**src/rtl/nexys2_keypad_scanner.sv**
```systemverilog
// nexys2_keypad_scanner
//   Scans a 4x4 hex keypad (Pmod KYPD style): drives one column low at a time,
//   samples the four pulled-up rows, debounces whole-frame results and hands the
//   decoded hex code to the control logic through a valid/ack handshake.
//
//   Optional feature: define NEXYS2_KEYPAD_REPEAT_EN to enable auto-repeat while
//   a key stays held (REPEAT_DELAY_SCANS frames to the first repeat, then one
//   every REPEAT_RATE_SCANS frames). Without it each press yields one accept.
//
// Ports:
//   clk        system clock
//   rst        synchronous, active-high reset
//   row_in     keypad rows, active-low, asynchronous to clk
//   col_out    keypad column drive, active-low, exactly one bit low
//   key_code   hex code of the last accepted key
//   key_valid  high while key_code holds an unacknowledged key
//   key_ack    consumer acknowledge, sampled on clk
//   key_down   high while the debounced key is held
//   overrun    sticky; a key was accepted while key_valid was still high
module nexys2_keypad_scanner #(
    parameter int unsigned DWELL_W            = 16,
    parameter int unsigned DEBOUNCE_SCANS     = 4,
    parameter int unsigned REPEAT_DELAY_SCANS = 100,
    parameter int unsigned REPEAT_RATE_SCANS  = 25
) (
    input  logic       clk,
    input  logic       rst,
    input  logic [3:0] row_in,
    output logic [3:0] col_out,
    output logic [3:0] key_code,
    output logic       key_valid,
    input  logic       key_ack,
    output logic       key_down,
    output logic       overrun
);

    localparam int unsigned NLINE = 4;
    localparam int unsigned DB_W  = 4;
    localparam int unsigned LCN_W = 5;
    localparam logic [DB_W-1:0] DB_LIM = DB_W'(DEBOUNCE_SCANS);
    localparam logic [DB_W-1:0] DB_ONE = DB_W'(1);

    // Elaboration-time guard on the supported parameter ranges
    if (DWELL_W < 2 || DEBOUNCE_SCANS < 1 || DEBOUNCE_SCANS > 15 ||
        REPEAT_DELAY_SCANS < 1 || REPEAT_RATE_SCANS < 1) begin : g_bad_config
        $error("nexys2_keypad_scanner: parameter out of range");
    end

    typedef enum logic [1:0] {
        IDLE       = 2'd0,
        PRESS_DB   = 2'd1,
        PRESSED    = 2'd2,
        RELEASE_DB = 2'd3
    } state_t;

    // Row/column position to hex legend of the keypad
    function automatic logic [3:0] key_map(input logic [1:0] r, input logic [1:0] c);
        logic [3:0] code;
        case ({r, c})
            4'h0: code = 4'h1;
            4'h1: code = 4'h2;
            4'h2: code = 4'h3;
            4'h3: code = 4'hA;
            4'h4: code = 4'h4;
            4'h5: code = 4'h5;
            4'h6: code = 4'h6;
            4'h7: code = 4'hB;
            4'h8: code = 4'h7;
            4'h9: code = 4'h8;
            4'hA: code = 4'h9;
            4'hB: code = 4'hC;
            4'hC: code = 4'h0;
            4'hD: code = 4'hF;
            4'hE: code = 4'hE;
            default: code = 4'hD;
        endcase
        return code;
    endfunction

    logic [3:0]         row_meta;
    logic [3:0]         row_sync;
    logic [DWELL_W-1:0] dwell_cnt;
    logic               dwell_max;
    logic [1:0]         col_idx;
    logic [1:0]         col_idx_inc;
    logic [3:0][3:0]    low_smp;     // [col][row], 1 = row seen low
    logic               frame_done;
    logic [LCN_W-1:0]   low_cnt;
    logic [3:0]         low_code;
    logic               frame_none;
    logic               frame_single;

    state_t             state;
    state_t             state_nxt;
    logic [DB_W-1:0]    db_cnt;
    logic [DB_W-1:0]    db_cnt_nxt;
    logic [DB_W-1:0]    db_inc;
    logic [3:0]         cand;
    logic [3:0]         cand_nxt;
    logic [3:0]         code_nxt;
    logic               valid_nxt;
    logic               down_nxt;
    logic               ovr_nxt;
    logic               accept;
    logic [3:0]         accept_code;

`ifdef NEXYS2_KEYPAD_REPEAT_EN
    localparam int unsigned REP_MAX = (REPEAT_DELAY_SCANS > REPEAT_RATE_SCANS) ?
                                      REPEAT_DELAY_SCANS : REPEAT_RATE_SCANS;
    localparam int unsigned REP_W   = $clog2(REP_MAX + 1);
    localparam logic [REP_W-1:0] REP_DELAY = REP_W'(REPEAT_DELAY_SCANS);
    localparam logic [REP_W-1:0] REP_RATE  = REP_W'(REPEAT_RATE_SCANS);

    logic [REP_W-1:0] rep_cnt;
    logic [REP_W-1:0] rep_cnt_nxt;
    logic [REP_W-1:0] rep_inc;
    logic             rep_armed;
    logic             rep_armed_nxt;
`endif

    assign dwell_max   = &dwell_cnt;
    assign col_idx_inc = col_idx + 2'd1;
    assign db_inc      = db_cnt + DB_ONE;

    // Row synchronizer, column dwell timer and per-column row capture
    always_ff @(posedge clk) begin : scan_reg
        if (rst) begin
            row_meta   <= '1;
            row_sync   <= '1;
            dwell_cnt  <= '0;
            col_idx    <= '0;
            col_out    <= 4'b1110;
            low_smp    <= '0;
            frame_done <= 1'b0;
        end else begin
            row_meta   <= row_in;
            row_sync   <= row_meta;
            dwell_cnt  <= dwell_cnt + DWELL_W'(1);
            frame_done <= dwell_max && (col_idx == 2'd3);
            if (dwell_max) begin
                low_smp[col_idx] <= ~row_sync;
                col_idx          <= col_idx_inc;
                col_out          <= ~(4'b0001 << col_idx_inc);
            end
        end
    end

    // Frame classification: number of low row bits and code of the last one found
    always_comb begin : frame_classify
        low_cnt  = '0;
        low_code = '0;
        for (int c = 0; c < NLINE; c++) begin
            for (int r = 0; r < NLINE; r++) begin
                if (low_smp[c][r]) begin
                    low_cnt  = low_cnt + LCN_W'(1);
                    low_code = key_map(2'(r), 2'(c));
                end
            end
        end
    end

    assign frame_none   = (low_cnt == '0);
    assign frame_single = (low_cnt == LCN_W'(1));

    // Debounce FSM and handshake registers
    always_ff @(posedge clk) begin : fsm_reg
        if (rst) begin
            state     <= IDLE;
            db_cnt    <= '0;
            cand      <= '0;
            key_code  <= '0;
            key_valid <= 1'b0;
            key_down  <= 1'b0;
            overrun   <= 1'b0;
`ifdef NEXYS2_KEYPAD_REPEAT_EN
            rep_cnt   <= '0;
            rep_armed <= 1'b0;
`endif
        end else begin
            state     <= state_nxt;
            db_cnt    <= db_cnt_nxt;
            cand      <= cand_nxt;
            key_code  <= code_nxt;
            key_valid <= valid_nxt;
            key_down  <= down_nxt;
            overrun   <= ovr_nxt;
`ifdef NEXYS2_KEYPAD_REPEAT_EN
            rep_cnt   <= rep_cnt_nxt;
            rep_armed <= rep_armed_nxt;
`endif
        end
    end

    // Next-state, accept decision and handshake update
    always_comb begin : fsm_next
        state_nxt   = state;
        db_cnt_nxt  = db_cnt;
        cand_nxt    = cand;
        down_nxt    = key_down;
        code_nxt    = key_code;
        valid_nxt   = key_valid;
        ovr_nxt     = overrun;
        accept      = 1'b0;
        accept_code = cand;
`ifdef NEXYS2_KEYPAD_REPEAT_EN
        rep_cnt_nxt   = rep_cnt;
        rep_armed_nxt = rep_armed;
        rep_inc       = rep_cnt + REP_W'(1);
`endif

        if (frame_done) begin
            case (state)
                IDLE: begin
                    if (frame_single) begin
                        cand_nxt = low_code;
                        if (DB_LIM == DB_ONE) begin
                            accept      = 1'b1;
                            accept_code = low_code;
                            state_nxt   = PRESSED;
                        end else begin
                            db_cnt_nxt = DB_ONE;
                            state_nxt  = PRESS_DB;
                        end
                    end
                end
                PRESS_DB: begin
                    if (frame_single && (low_code == cand)) begin
                        if (db_inc == DB_LIM) begin
                            accept    = 1'b1;
                            state_nxt = PRESSED;
                        end else begin
                            db_cnt_nxt = db_inc;
                        end
                    end else if (frame_single) begin
                        // A different single key restarts the count on the new code
                        cand_nxt   = low_code;
                        db_cnt_nxt = DB_ONE;
                    end else begin
                        state_nxt = IDLE;
                    end
                end
                PRESSED: begin
                    if (frame_none) begin
                        if (DB_LIM == DB_ONE) begin
                            down_nxt  = 1'b0;
                            state_nxt = IDLE;
                        end else begin
                            db_cnt_nxt = DB_ONE;
                            state_nxt  = RELEASE_DB;
                        end
`ifdef NEXYS2_KEYPAD_REPEAT_EN
                        rep_cnt_nxt   = '0;
                        rep_armed_nxt = 1'b0;
`endif
                    end else begin
`ifdef NEXYS2_KEYPAD_REPEAT_EN
                        // First repeat after the delay, later ones at the rate
                        if (rep_inc == (rep_armed ? REP_RATE : REP_DELAY)) begin
                            accept        = 1'b1;
                            rep_cnt_nxt   = '0;
                            rep_armed_nxt = 1'b1;
                        end else begin
                            rep_cnt_nxt = rep_inc;
                        end
`endif
                    end
                end
                RELEASE_DB: begin
                    if (frame_none) begin
                        if (db_inc == DB_LIM) begin
                            down_nxt  = 1'b0;
                            state_nxt = IDLE;
                        end else begin
                            db_cnt_nxt = db_inc;
                        end
                    end else begin
                        state_nxt = PRESSED;
                    end
                end
                default: state_nxt = IDLE;
            endcase
        end

        if (accept) begin
            code_nxt  = accept_code;
            valid_nxt = 1'b1;
            down_nxt  = 1'b1;
            if (key_valid && !key_ack) begin
                ovr_nxt = 1'b1;
            end else if (key_ack) begin
                ovr_nxt = 1'b0;
            end
        end else if (key_ack && key_valid) begin
            valid_nxt = 1'b0;
            ovr_nxt   = 1'b0;
        end
    end

endmodule
```
**config.mk**
```make
export PLATFORM = sky130hd
export DESIGN_NAME = nexys2_keypad_scanner
export DESIGN_NICKNAME = d
export VERILOG_FILES = /design/src/rtl/nexys2_keypad_scanner.sv
export SDC_FILE = /design/constraint.sdc
export NUM_CORES = 1
export LEC_CHECK = 0
export CAP_MARGIN = 20
export CORE_ASPECT_RATIO = 2
export CORE_MARGIN = 2
export CORE_UTILIZATION = 66
export DETAILED_ROUTE_END_ITERATION = 10
export PLACE_DENSITY = 0.86
export SYNTH_ARGS = -nofsm -noshare
export SYNTH_HDL_FRONTEND = slang
export SYNTH_SLANG_ARGS = --single-unit
```
**constraint.sdc**
```tcl
create_clock -name clk -period 25.5 [get_ports clk]
set_clock_uncertainty 0.1 [all_clocks]
set_input_delay 2.55 -clock clk [delete_from_list [all_inputs] [get_ports clk]]
set_output_delay 2.55 -clock clk [all_outputs]
set_load 0.02 [all_outputs]
```
==> flow_summary.json, run 1 <==
{
  "status": "completed",
  "grt_pass1_vias": 3979,
  "clockPowerShare_pct": 55.1,
  "period_share_pct": 44.03,
  "fmax_mhz": 89.06,
  "clockBufferDepth": 2,
  "antenna_found_initial": 0,
  "drt_iter0_markers": 181,
  "start_util_pct": 67.68,
  "cp.arrival_ns": 11.35,
  "intPower_uw": 188.6,
  "cap_violations": 0,
  "netlist_area_um2": 4446,
  "dieHeight_um": 120.1,
  "hold_depth": 1,
  "fill_cells": 474,
  "drive_gt1_share_pct": 9.307,
  "ys_top_cells_by_count": "dfxtp_1 (64), nor2_1 (58), nand2_1 (53)",
  "diodes": 0,
  "ctsResizeCount": 0,
  "insertion_delay_ns": 0.33,
  "gp_congestion": 0.9680,
  "max_stage_delay_ns": 0.48,
  "worstReg2RegEnd": "db_cnt[0]",
  "path_class": "flop to flop",
  "vias_per_cell": 6.099,
  "synth.top_cell.area_share_pct": 28.82,
  "worst_path_most_repeated_cell": "ha_1",
  "h-tree-depth": 3,
  "gr-usage-met3_pct": 4.203,
  "synth.area.top_cells": "dfxtp_1 (29%), ha_1 (6.2%), xnor2_1 (5.7%), nor2_1 (4.9%), xor2_1 (4.5%)",
  "yosysWarningCount": 0,
  "hold_path_class": "flop to flop",
  "power.net_switching_uw": 47.08,
  "pwr-share-seq_pct": 43.2,
  "final_nets": 572,
  "dp_hpwl_mm": 7.212,
  "relSlewSlack_pct": 32.34,
  "slew_viol_final": 0,
  "portBuffers": 17,
  "wl_per_cell_um": 16.01,
  "busiest_layer": "met2",
  "vias": 3879,
  "cts-root-buf": "clkbuf_16",
  "hold_viol": 0,
  "r2r_cells": 54,
  "ant_nets": 0,
  "routed_wl_mm": 10.18,
  "grt_max_degree": 62,
  "cp-end-kind": "flop",
  "synth_top_area_cell": "dfxtp_1",
  "gr-usage-met1_pct": 27.74,
  "drtPass1Iterations": 4,
  "comb_power_share_pct": 1.7,
  "rsz0062_at_grt": "no",
  "synth_ff_type": "dfxtp_1",
  "core_area_um2": 6569,
  "dieWidth_um": 62.03,
  "required_ns": 25.62,
  "syn_nets": 571,
  "async_reset_ff_share_pct": 0,
  "grt-ovfl-total": 0,
  "clock_sinks": 64,
  "r2r-start": "low_smp[1]",
  "ys_seq_area_share_pct": 28.82,
  "grt_pass1_wl_mm": 16.91,
  "synthDistinctLibCells": 69,
  "yosysMostFrequentCell": "dfxtp_1",
  "switching_share_pct": 19.98,
  "finalSetupViolCount": 0,
  "power_density_nw_per_um2": 47.82,
  "ys_seq_elements": 64,
  "grt_use_met2_pct": 56.58,
  "fp-row-count": 42,
  "crit_slowest_cell": "nor4_4",
  "hold_start": "row_meta[1]",
  "ir_drop_mv": 0.05263,
  "min_to": "row_sync[1]",
  "cp_max_fo": 8,
  "synthCells": 542,
  "dp_slack_ns": 14.37,
  "syn_area_per_cell_um2": 8.202,
  "r2r_slack_ns": 14.27,
  "area_delta_synth_final_pct": 10.86,
  "setup_ws_ns": 14.27,
  "final.min_clock_period_ns": 11.23,
  "cts_setup_buffers": 0,
  "post-route-drc-count": 0,
  "clk_pin_slew_ns": 0.06,
  "power_leakage_nw": 1.998,
  "die_area_um2": 7448,
  "final.setup.tns_ns": 0,
  "io_pins": 18,
  "grt_usage_pct": 29.64,
  "worstMarginPinSlew_ns": 1.015,
  "start_kind": "flop",
  "hold_buffers": 0,
  "cts_buffers": 9,
  "synth-edff-count": 0,
  "power_uw": 235.7,
  "cts_tree": "yes"
}
==> worst max-delay path, delay by kind of cell (launching register included) <==
kind                       cells  cell delay (ns)
AOI/OAI and AO/OA             16             2.62
DFF                            1             0.36
and+or+nand+nor               19             3.20
buffers and inverters          3             0.26
muxes                          1             0.14
adders and majority gates     14             4.19
xor gates and xnor gates       1             0.28
==> flip-flops by register name, summed over array words and instances (netlist names) <==
| register | flops |
|---|---|
| frame_done | 1 |
| db_cnt | 4 |
| row_sync | 4 |
| state | 2 |
| accept_code | 4 |
| key_down | 1 |
| row_meta | 4 |
| col_idx | 2 |
| col_out | 4 |
| key_valid | 1 |
| dwell_cnt | 16 |
| overrun | 1 |
| key_code | 4 |
| low_smp | 16 |
==> cell families (layout without fill, tap and decap cells) <==
group | count (synthesis) | in the layout | share of synthesized area (%)
XOR/XNOR | 64 | 64 | 16.10
AND/OR/NAND/NOR | 212 | 212 | 23.90
flip-flops | 64 | 64 | 28.82
multiplexers | 9 | 9 | 2.223
adder cells (fa/ha/maj) | 22 | 22 | 6.192
buffers and inverters | 49 | 55 | 4.419
AO/OA/AOI/OAI | 122 | 122 | 18.35
==> final cells by class <==
cell class	instances	area [µm²]	area share, %
tap	88	110.1	2.234
inverter	22	82.58	1.676
sequential	64	1281	26.00
clock buffer	10	229.0	4.646
multi-input combinational	429	2968	60.22
timing repair buffer	17	165.2	3.351
clock inverter	6	92.59	1.879
==> cells in the final DEF (no fill, tap or decap), types with 9 or more instances in the layout <==
master and n:
xor2_1 23, ha_1 22, nor2_1 58, or2_2 15
nand2_1 53, clkbuf_16 9, and2_1 11, clkdlybuf4s50_1 16
a21oi_1 31, a211oi_1 18, inv_1 20, o21ai_0 20
xnor2_1 29, nand3_1 22, dfxtp_1 64
==> routing by layer <==
metal  wire length (µm)  share of wire [%]
met5                  0                  0
met3                285                2.8
met1               3605                 35
met2               6002                 59
met4                286                2.8
==> metrics by stage <==
stage | hold slack [ns] | area [µm²] | util, % | std cells
2_1_floorplan | 0.2895 | 4446 | - | 542
3_3_place_gp | 0.2924 | 4607 | 70.13 | 620
3_5_place_dp | 0.2955 | 4607 | 70.13 | 620
4_1_cts | 0.3088 | 4928 | 75.03 | 636
5_1_grt | 0.3193 | 4928 | 75.03 | 636
6_report | 0.3074 | 4928 | 75.03 | 636
==> worst max-delay path by stage <==
stage | start | to | slack (ns) | cells after the start
floorplan | low_smp[0] | db_cnt[0] | 15.46 | 54
global placement | low_smp[0] | db_cnt[0] | 14.89 | 54
detailed placement | low_smp[0] | db_cnt[0] | 14.37 | 54
CTS | low_smp[0] | db_cnt[0] | 14.31 | 54
global route | low_smp[0] | db_cnt[0] | 13.39 | 54
finish | low_smp[1] | db_cnt[0] | 14.27 | 54
==> power groups by stage <==
stage	sequential [mW]	clock (mW)	combinational (mW)
floorplan	0.104	0	0.00248
global placement	0.104	0	0.00375
detailed placement	0.104	0	0.00387
CTS	0.102	0.132	0.00396
global route	0.102	0.135	0.00436
finish	0.102	0.130	0.00397
No activity file was read; power rests on OpenSTA's default activity.
==> inputs of run 2 (changes only) <==
CORE_UTILIZATION = 56   (was 66)
PLACE_DENSITY = 0.77   (was 0.86)
clock period = 10.06 ns   (was 25.5 ns; I/O delays follow)
==> flow_summary.json, run 2 (synthesis results as in run 1) <==
{
  "status": "completed",
  "dp_hpwl_mm": 6.429,
  "clock_sinks": 64,
  "die_area_um2": 8710,
  "routed_wl_mm": 9.580,
  "grt-ovfl-total": 0,
  "grt_pass1_wl_mm": 15.37,
  "worstReg2RegEnd": "overrun",
  "dieHeight_um": 130,
  "final.min_clock_period_ns": 9.741,
  "final_nets": 597,
  "period_share_pct": 96.83,
  "insertion_delay_ns": 0.32,
  "crit_slowest_cell": "dfxtp_4",
  "clk_pin_slew_ns": 0.05,
  "post-route-drc-count": 0,
  "r2r_cells": 57,
  "slew_viol_final": 0,
  "path_class": "flop to flop",
  "hold_path_class": "flop to flop",
  "relSlewSlack_pct": 33.05,
  "cp-end-kind": "flop",
  "gp_congestion": 0.8757,
  "cp.arrival_ns": 9.88,
  "drtPass1Iterations": 4,
  "fp-row-count": 46,
  "ant_nets": 0,
  "start_kind": "flop",
  "finalSetupViolCount": 0,
  "drt_iter0_markers": 162,
  "layout_common_cells": "dfxtp_1 (61), nor2_1 (58), nand2_1 (46), xnor2_1 (29), a21oi_1 (28)",
  "required_ns": 10.20,
  "design_area_um2": 5348,
  "core_area_um2": 7828,
  "clockBufferDepth": 2,
  "setup_ws_ns": 0.3190,
  "h-tree-depth": 3,
  "fmax_mhz": 102.7,
  "grt_usage_pct": 22.22,
  "grt_max_degree": 62,
  "crit_path_start": "low_smp[0]",
  "antenna_found_initial": 0,
  "reg_top3": "dwell_cnt: 16 flops, low_smp: 16 flops",
  "drive_gt1_share_pct": 19.37,
  "power_leakage_nw": 2.165,
  "cp_max_fo": 5,
  "grt_pass1_vias": 3444,
  "r2r-start": "low_smp[0]",
  "portBuffers": 17,
  "dp_slack_ns": -0.3130,
  "area_delta_synth_final_pct": 20.29,
  "post_dp_cell_area_um2": 4707,
  "worst_path_most_repeated_cell": "ha_1",
  "fin_util_pct": 68.32,
  "power_density_nw_per_um2": 112.9,
  "layout_commonest_cell": "dfxtp_1",
  "cts_buffers": 9,
  "whs_ns": 0.3039,
  "hold_viol": 0,
  "dieWidth_um": 67,
  "max_stage_delay_ns": 0.36,
  "cap_violations": 0,
  "crit_end": "overrun",
  "io_pins": 18,
  "r2r_slack_ns": 0.32,
  "cts-root-buf": "clkbuf_16",
  "ir_drop_mv": 0.1500,
  "diodes": 0,
  "wl_per_cell_um": 14.32,
  "worstMarginPinSlew_ns": 1.004,
  "start_util_pct": 56.79,
  "hold_buffers": 0,
  "vias": 3852,
  "cts_tree": "yes",
  "vias_per_cell": 5.758
}
==> run 2: cell types whose count changed in the layout (fill, tap and decap cells not counted), sizes merged <==
cell,previous run,this run
clkinvlp,2,0
inv,23,22
buf,1,26
clkinv,1,3
clkbuf,10,11
==> run 2: worst min-delay path by stage <==
| stage | from | endpoint | slack [ns] | cells past startpoint |
|---|---|---|---|---|
| 5_1_grt | row_meta[3] | row_sync[3] | 0.31 | 1 |
| 3_5_place_dp | row_meta[3] | row_sync[3] | 0.29 | 1 |
| 6_report | row_meta[3] | row_sync[3] | 0.30 | 1 |
| 2_1_floorplan | row_meta[0] | row_sync[0] | 0.29 | 1 |
| 3_3_place_gp | row_meta[1] | row_sync[1] | 0.29 | 1 |
| 4_1_cts | row_meta[3] | row_sync[3] | 0.30 | 1 |
==> run 2: through the flow <==
| step | std cells | setup TNS (ns) | total power, mW |
|---|---|---|---|
| global placement | 640 | 0 | 0.2730 |
| detailed placement | 640 | -2.109 | 0.2734 |
| floorplan | 542 | 0 | 0.2691 |
| global route | 669 | -1.332 | 0.6201 |
| finish | 669 | 0 | 0.6036 |
| CTS | 663 | 0 | 0.6093 |
==> run 2: area by class of cell <==
| type | instances | area [µm²] |
|---|---|---|
| clock buffer | 11 | 252.7 |
| clock inverter | 5 | 78.83 |
| fill | 637 | 2480 |
| inverter | 22 | 85.08 |
| multi-input combinational | 429 | 3168 |
| sequential | 64 | 1290 |
| tap | 96 | 120.1 |
| timing repair buffer | 42 | 352.8 |
==> run 2: routing by layer <==
metal | routed length, µm | track usage [%] | share of wire [%] | vias to the layer above
met1 | 4150 | 27.25 | 43 | 1826
met4 | 116 | 7.203 | 1.2 | 0
met2 | 5086 | 39.20 | 53 | 53
met3 | 226 | 2.931 | 2.4 | 10
li1 | - | - | - | 1963
met5 | 0 | 0 | 0 | -
==> run 2: report_power, final <==
group	internal [mW]	leakage [nW]	switching, mW	total, mW
clock network	0.230	0.165	0.107	0.336
logic	0.00409	1.48	0.00571	0.00980
registers	0.256	0.520	0.00180	0.257
==> run 2: critical path: cells and delay by family (launching register included) <==
| kind | cells | cell delay (ns) |
|---|---|---|
| adders and majority gates | 14 | 3.78 |
| and+or+nand+nor | 20 | 2.61 |
| AOI/OAI and AO/OA | 16 | 1.99 |
| buffers and inverters | 6 | 0.60 |
| DFF | 1 | 0.36 |
| muxes | 1 | 0.20 |
==> run 2: timing repair <==
action | CTS | global route
buffers inserted | 7 | 6
pin swaps | 4 | 11
gates resized for setup | 14 | 38
endpoints found under the setup margin | 13 | 17
hold endpoints to repair | 0 | 0
==> RTL change 1: new RTL, flow settings as in run 2 <==
Encoding of `state_t`: now one-hot (4 bits for 4 states).
--- a/src/rtl/nexys2_keypad_scanner.sv
+++ b/src/rtl/nexys2_keypad_scanner.sv
@@ -46,11 +46,11 @@
         $error("nexys2_keypad_scanner: parameter out of range");
     end
 
-    typedef enum logic [1:0] {
-        IDLE       = 2'd0,
-        PRESS_DB   = 2'd1,
-        PRESSED    = 2'd2,
-        RELEASE_DB = 2'd3
+    typedef enum logic [3:0] {
+        IDLE       = 4'b0001,
+        PRESS_DB   = 4'b0010,
+        PRESSED    = 4'b0100,
+        RELEASE_DB = 4'b1000
     } state_t;
 
     // Row/column position to hex legend of the keypad
Function: same outputs for any inputs over 10 cycles, from zero or initial values and one cycle with rst high; not proved beyond that.
==> RTL change 1 against run 2 <==
  * Cell area up 5.9%
  * Cell count is 8.2% higher
  * Routed wire length grew 22%
  * Sequential power grew 4%
  * Area after synthesis increased by 11%
  * Worst setup slack better by 0.00086 ns
  * Largest power group unchanged
  * Total power down 2.5%
  * Sequential cell count is 2 higher
  * Critical path type unchanged
  * Worst hold slack improved by 0.0020 ns
  * Synthesized cell count is 12% higher
  * Global-route usage grew 2.5 points
==> RTL change 1: results (changes against run 2) <==
Synthesis
  – Synth top area share: 26.9% (-2.0 points)
  – Synth top cells by count: nor2_1, dfxtp_1, nand2_1
  – Most frequent cell after synthesis: nor2_1
  – Sequential fraction of the synthesis area: 26.9% (-2.0 points)
  – Syn Nets: 636 (+11%)

Setup path
  – CP arrival: 9.83 ns (-0.05 ns)
  – CP max-delay cell: ha_1
  – R2r setup slk: 0.32 ns (about the same)
  – Max FO, Critical Path: 6 (+1)

GRT
  – GR Util met1: 24.2% (-3.1 points)
  – Largest net degree at the start of global routing: 63 (+1.6%)
  – M2 GR Usage: 46.9% (+7.7 points)
  – First-pass GRT wire length: 19,300 µm (+26%)

STA
  – Fin crit share: 96.8% (about the same)
  – Slew @ Worst Pin: 0.788 ns (-0.216 ns)

Pwr
  – Internal power: 0.467 mW (-4.6%)
  – Leakage: 2.32 nW (+7.1%)
  – Max VDD drop: 155 µV (+3.5%)

Final layout
  – Nets: 648 (+8.5%)
  – Share of cells above drive strength 1: 17.1% (-2.2 points)
  – Fill count: 718 (+13%)

Placed design
  – Post-DP HPWL: 8470 µm (+32%)
  – Place WS: -0.287 ns (+0.0258 ns)
  – Final Wtd Congestion: 0.958 (+9.4%)

Routing
  – Routed wl met3: 261 µm (+15%)
  – DR vias: 4,377 (+14%)
  – Total iterations of the first detailed-routing run: 5 (+1)
  – DRT Wirelength: 11,700 µm (+22%)
  – DRT iter0 DRCs: 136 (-16%)

Run status
  – Outcome: completed

Min path
  – Worst Hold Launch: row_meta[1]$_SDFF_PP1_
==> RTL change 1: power groups by stage <==
stage                     sequential [mW]  clock, mW  combinational (mW)
after floorplan                     0.271          0             0.00663
after global placement              0.271          0             0.00970
after detailed placement            0.271          0              0.0101
after CTS                           0.266      0.318              0.0103
after global routing                0.266      0.327              0.0114
final                               0.266      0.313              0.0102
==> RTL change 1: stage by stage <==
step,power [mW],setup TNS (ns),area (µm²),utilization (%)
2_1_floorplan,0.277,0,4920,-
3_3_place_gp,0.281,0,5090,59.3
3_5_place_dp,0.281,-2.96,5090,59.3
4_1_cts,0.594,0,5440,63.3
5_1_grt,0.604,-0.636,5660,65.9
6_report,0.589,0,5660,65.9
==> RTL change 1: final cells by class <==
type	count	area (µm²)	share of cell area, %
flip-flops and latches	66	1330	23.4
repair buffers	30	263	4.64
multi-input cells	485	3540	62.6
inverters	27	101	1.79
clock inverters	6	65.1	1.15
clock buffers	10	239	4.22
well taps	100	125	2.21
==> RTL change 1: cells by family (layout without fill, tap and decap cells) <==
logic type,after synthesis,after routing,synth area share [%]
xor+xnor,61,61,15.2
mux,24,24,5.11
compound gates,120,120,16.6
flops,66,66,26.9
fa+ha+maj,22,22,5.60
simple gates,258,258,25.4
buf+inv,56,73,5.21
==> RTL change 1: worst paths after layout <==
| check | cells after the start | to |
|---|---|---|
| min | 1 | row_sync[1]$_SDFF_PP1_ |
| min reg2reg | 1 | row_sync[1]$_SDFF_PP1_ |
| max reg2reg | 53 | state[0]$_SDFFE_PP1P_ |
| max | 53 | state[0]$_SDFFE_PP1P_ |
==> RTL change 1: repair_timing <==
action | CTS | global route
gates resized for setup | 8 | 37
setup buffers | 1 | 7
pin swaps | 0 | 15
endpoints found under the setup margin | 18 | 19
==> RTL change 2: new RTL, flow settings as in run 2 <==
Made on the original files. Change the localparam `LCN_W` from 5 to 7.
--- a/src/rtl/nexys2_keypad_scanner.sv
+++ b/src/rtl/nexys2_keypad_scanner.sv
@@ -36,7 +36,7 @@
 
     localparam int unsigned NLINE = 4;
     localparam int unsigned DB_W  = 4;
-    localparam int unsigned LCN_W = 5;
+    localparam int unsigned LCN_W = 7;
     localparam logic [DB_W-1:0] DB_LIM = DB_W'(DEBOUNCE_SCANS);
     localparam logic [DB_W-1:0] DB_ONE = DB_W'(1);
 
Function: kept (equiv_simple and equiv_induct, registers matched by name and starting in step).
==> RTL change 2 against run 2 <==
  * Total power down 6.0%
  * Global-route usage grew 1.1 points
  * Worst hold slack improved by 0.018 ns
  * Cell area increased by 4.6%
  * Routed wire length grew 13%
  * Sequential share of layout area fell by 1.1 points
  * Largest power group unchanged
  * Worst setup slack better by 0.093 ns
  * Sequential cell count unchanged
  * Area after synthesis up 11%
==> RTL change 2: results (changes against run 2) <==
Run status
  – Outcome: completed

GRT
  – GRT Util Overall: 23.3% (+1.1 points)
  – Vias in the first global route: 4,140 (+20%)
  – First-pass GRT wire length: 18,200 µm (+18%)

Placed design
  – Post-DP HPWL: 7950 µm (+24%)
  – Placed Instances: 681 (+6.4%)
  – Place WS: -0.351 ns (-0.0378 ns)
  – Dpl cell area: 0.00509 mm² (+8.2%)

STA
  – Slew HR: 26.9% (-6.1 points)

Final layout
  – Signal buf overhead: 4.50% (-2.1 points)
  – Fill count: 724 (+14%)
  – Seq area share: 23.0% (-1.1 points)
  – Multi-input gate count: 471 (+9.8%)
  – Multi-input logic area: 0.00355 mm² (+12%)
  – Clock-cell share of area: 5.21% (-0.99 points)
  – Non-filler instance count after layout: 704 (+5.2%)
  – Sequential Area: 0.00128 mm² (-0.39%)

Setup path
  – CP max-delay cell: dfxtp_2
  – CP arrival: 9.77 ns (-0.11 ns)

Pwr
  – Seq. pwr: 0.258 mW (about the same)
  – Internal power: 0.453 mW (-7.4%)
  – Leakage: 2.16 nW (-0.12%)

Synthesis
  – Synth top cells by count: nor2_1, dfxtp_1, nand2_1
  – Yosys cell types: 84 (+22%)
  – Main area contributors after synthesis: dfxtp_1, xnor2_1, ha_1

Routing
  – Via density: 6.01 (+4.4%)
  – DRT iter0 DRCs: 191 (+18%)

Floorplanning
  – Tap cells: 100 (+4.2%)
RTL change 2: cell types whose count changed after synthesis, moves of 5 or more:
cell and change:
a21oi_1 -7, nor2_1 +12, xnor2_1 +7, xnor3_1 +8, or2_2 -5, o31ai_1 -6
mux2_2 +8, clkbuf_1 +6, xnor3_2 -5
RTL change 2: routing by layer:
metal	GRT usage [%]	routed length, µm
met3	2.80	191
met4	10.9	284
met5	0	0
met1	22.5	4030
met2	47.2	6360
RTL change 2: repair_timing:
item                                    CTS  global route
resized for setup                        11            18
buffers inserted                          3             3
cloned                                    1             0
pin swaps                                 2             6
endpoints found under the setup margin   17            17
RTL change 2: cells by family after synthesis:
kind of cell / count (synthesis) / share of synthesized area [%]
AO/OA/AOI/OAI: 128 / 18.8
XOR/XNOR: 77 / 17.9
adder cells (fa/ha/maj): 23 / 5.79
buffers and inverters: 61 / 5.03
flip-flops: 64 / 26.0
multiplexers: 15 / 3.61
AND/OR/NAND/NOR: 228 / 22.8
RTL change 2: worst paths after layout:
check	start	to	slack, ns	depth (start not counted)
worst min-delay path	row_meta[1]$_SDFF_PP1_	row_sync[1]$_SDFF_PP1_	0.32	1
worst min register to register	row_meta[1]$_SDFF_PP1_	row_sync[1]$_SDFF_PP1_	0.32	1
worst max register to register	low_smp[1]$_SDFFE_PP0P_	db_cnt[3]$_SDFFE_PP0P_	0.41	49
worst max-delay path	low_smp[1]$_SDFFE_PP0P_	db_cnt[3]$_SDFFE_PP0P_	0.41	49
RTL change 2: critical path, delay by kind of cell, from the launching register on:
family / cells / cell delay, ns
adder cells (fa/ha/maj): 14 / 3.63
flip-flops: 1 / 0.34
XOR/XNOR: 1 / 0.15
buffers and inverters: 4 / 0.34
AO/OA/AOI/OAI: 16 / 2.72
multiplexers: 5 / 1.41
AND/OR/NAND/NOR: 9 / 0.83
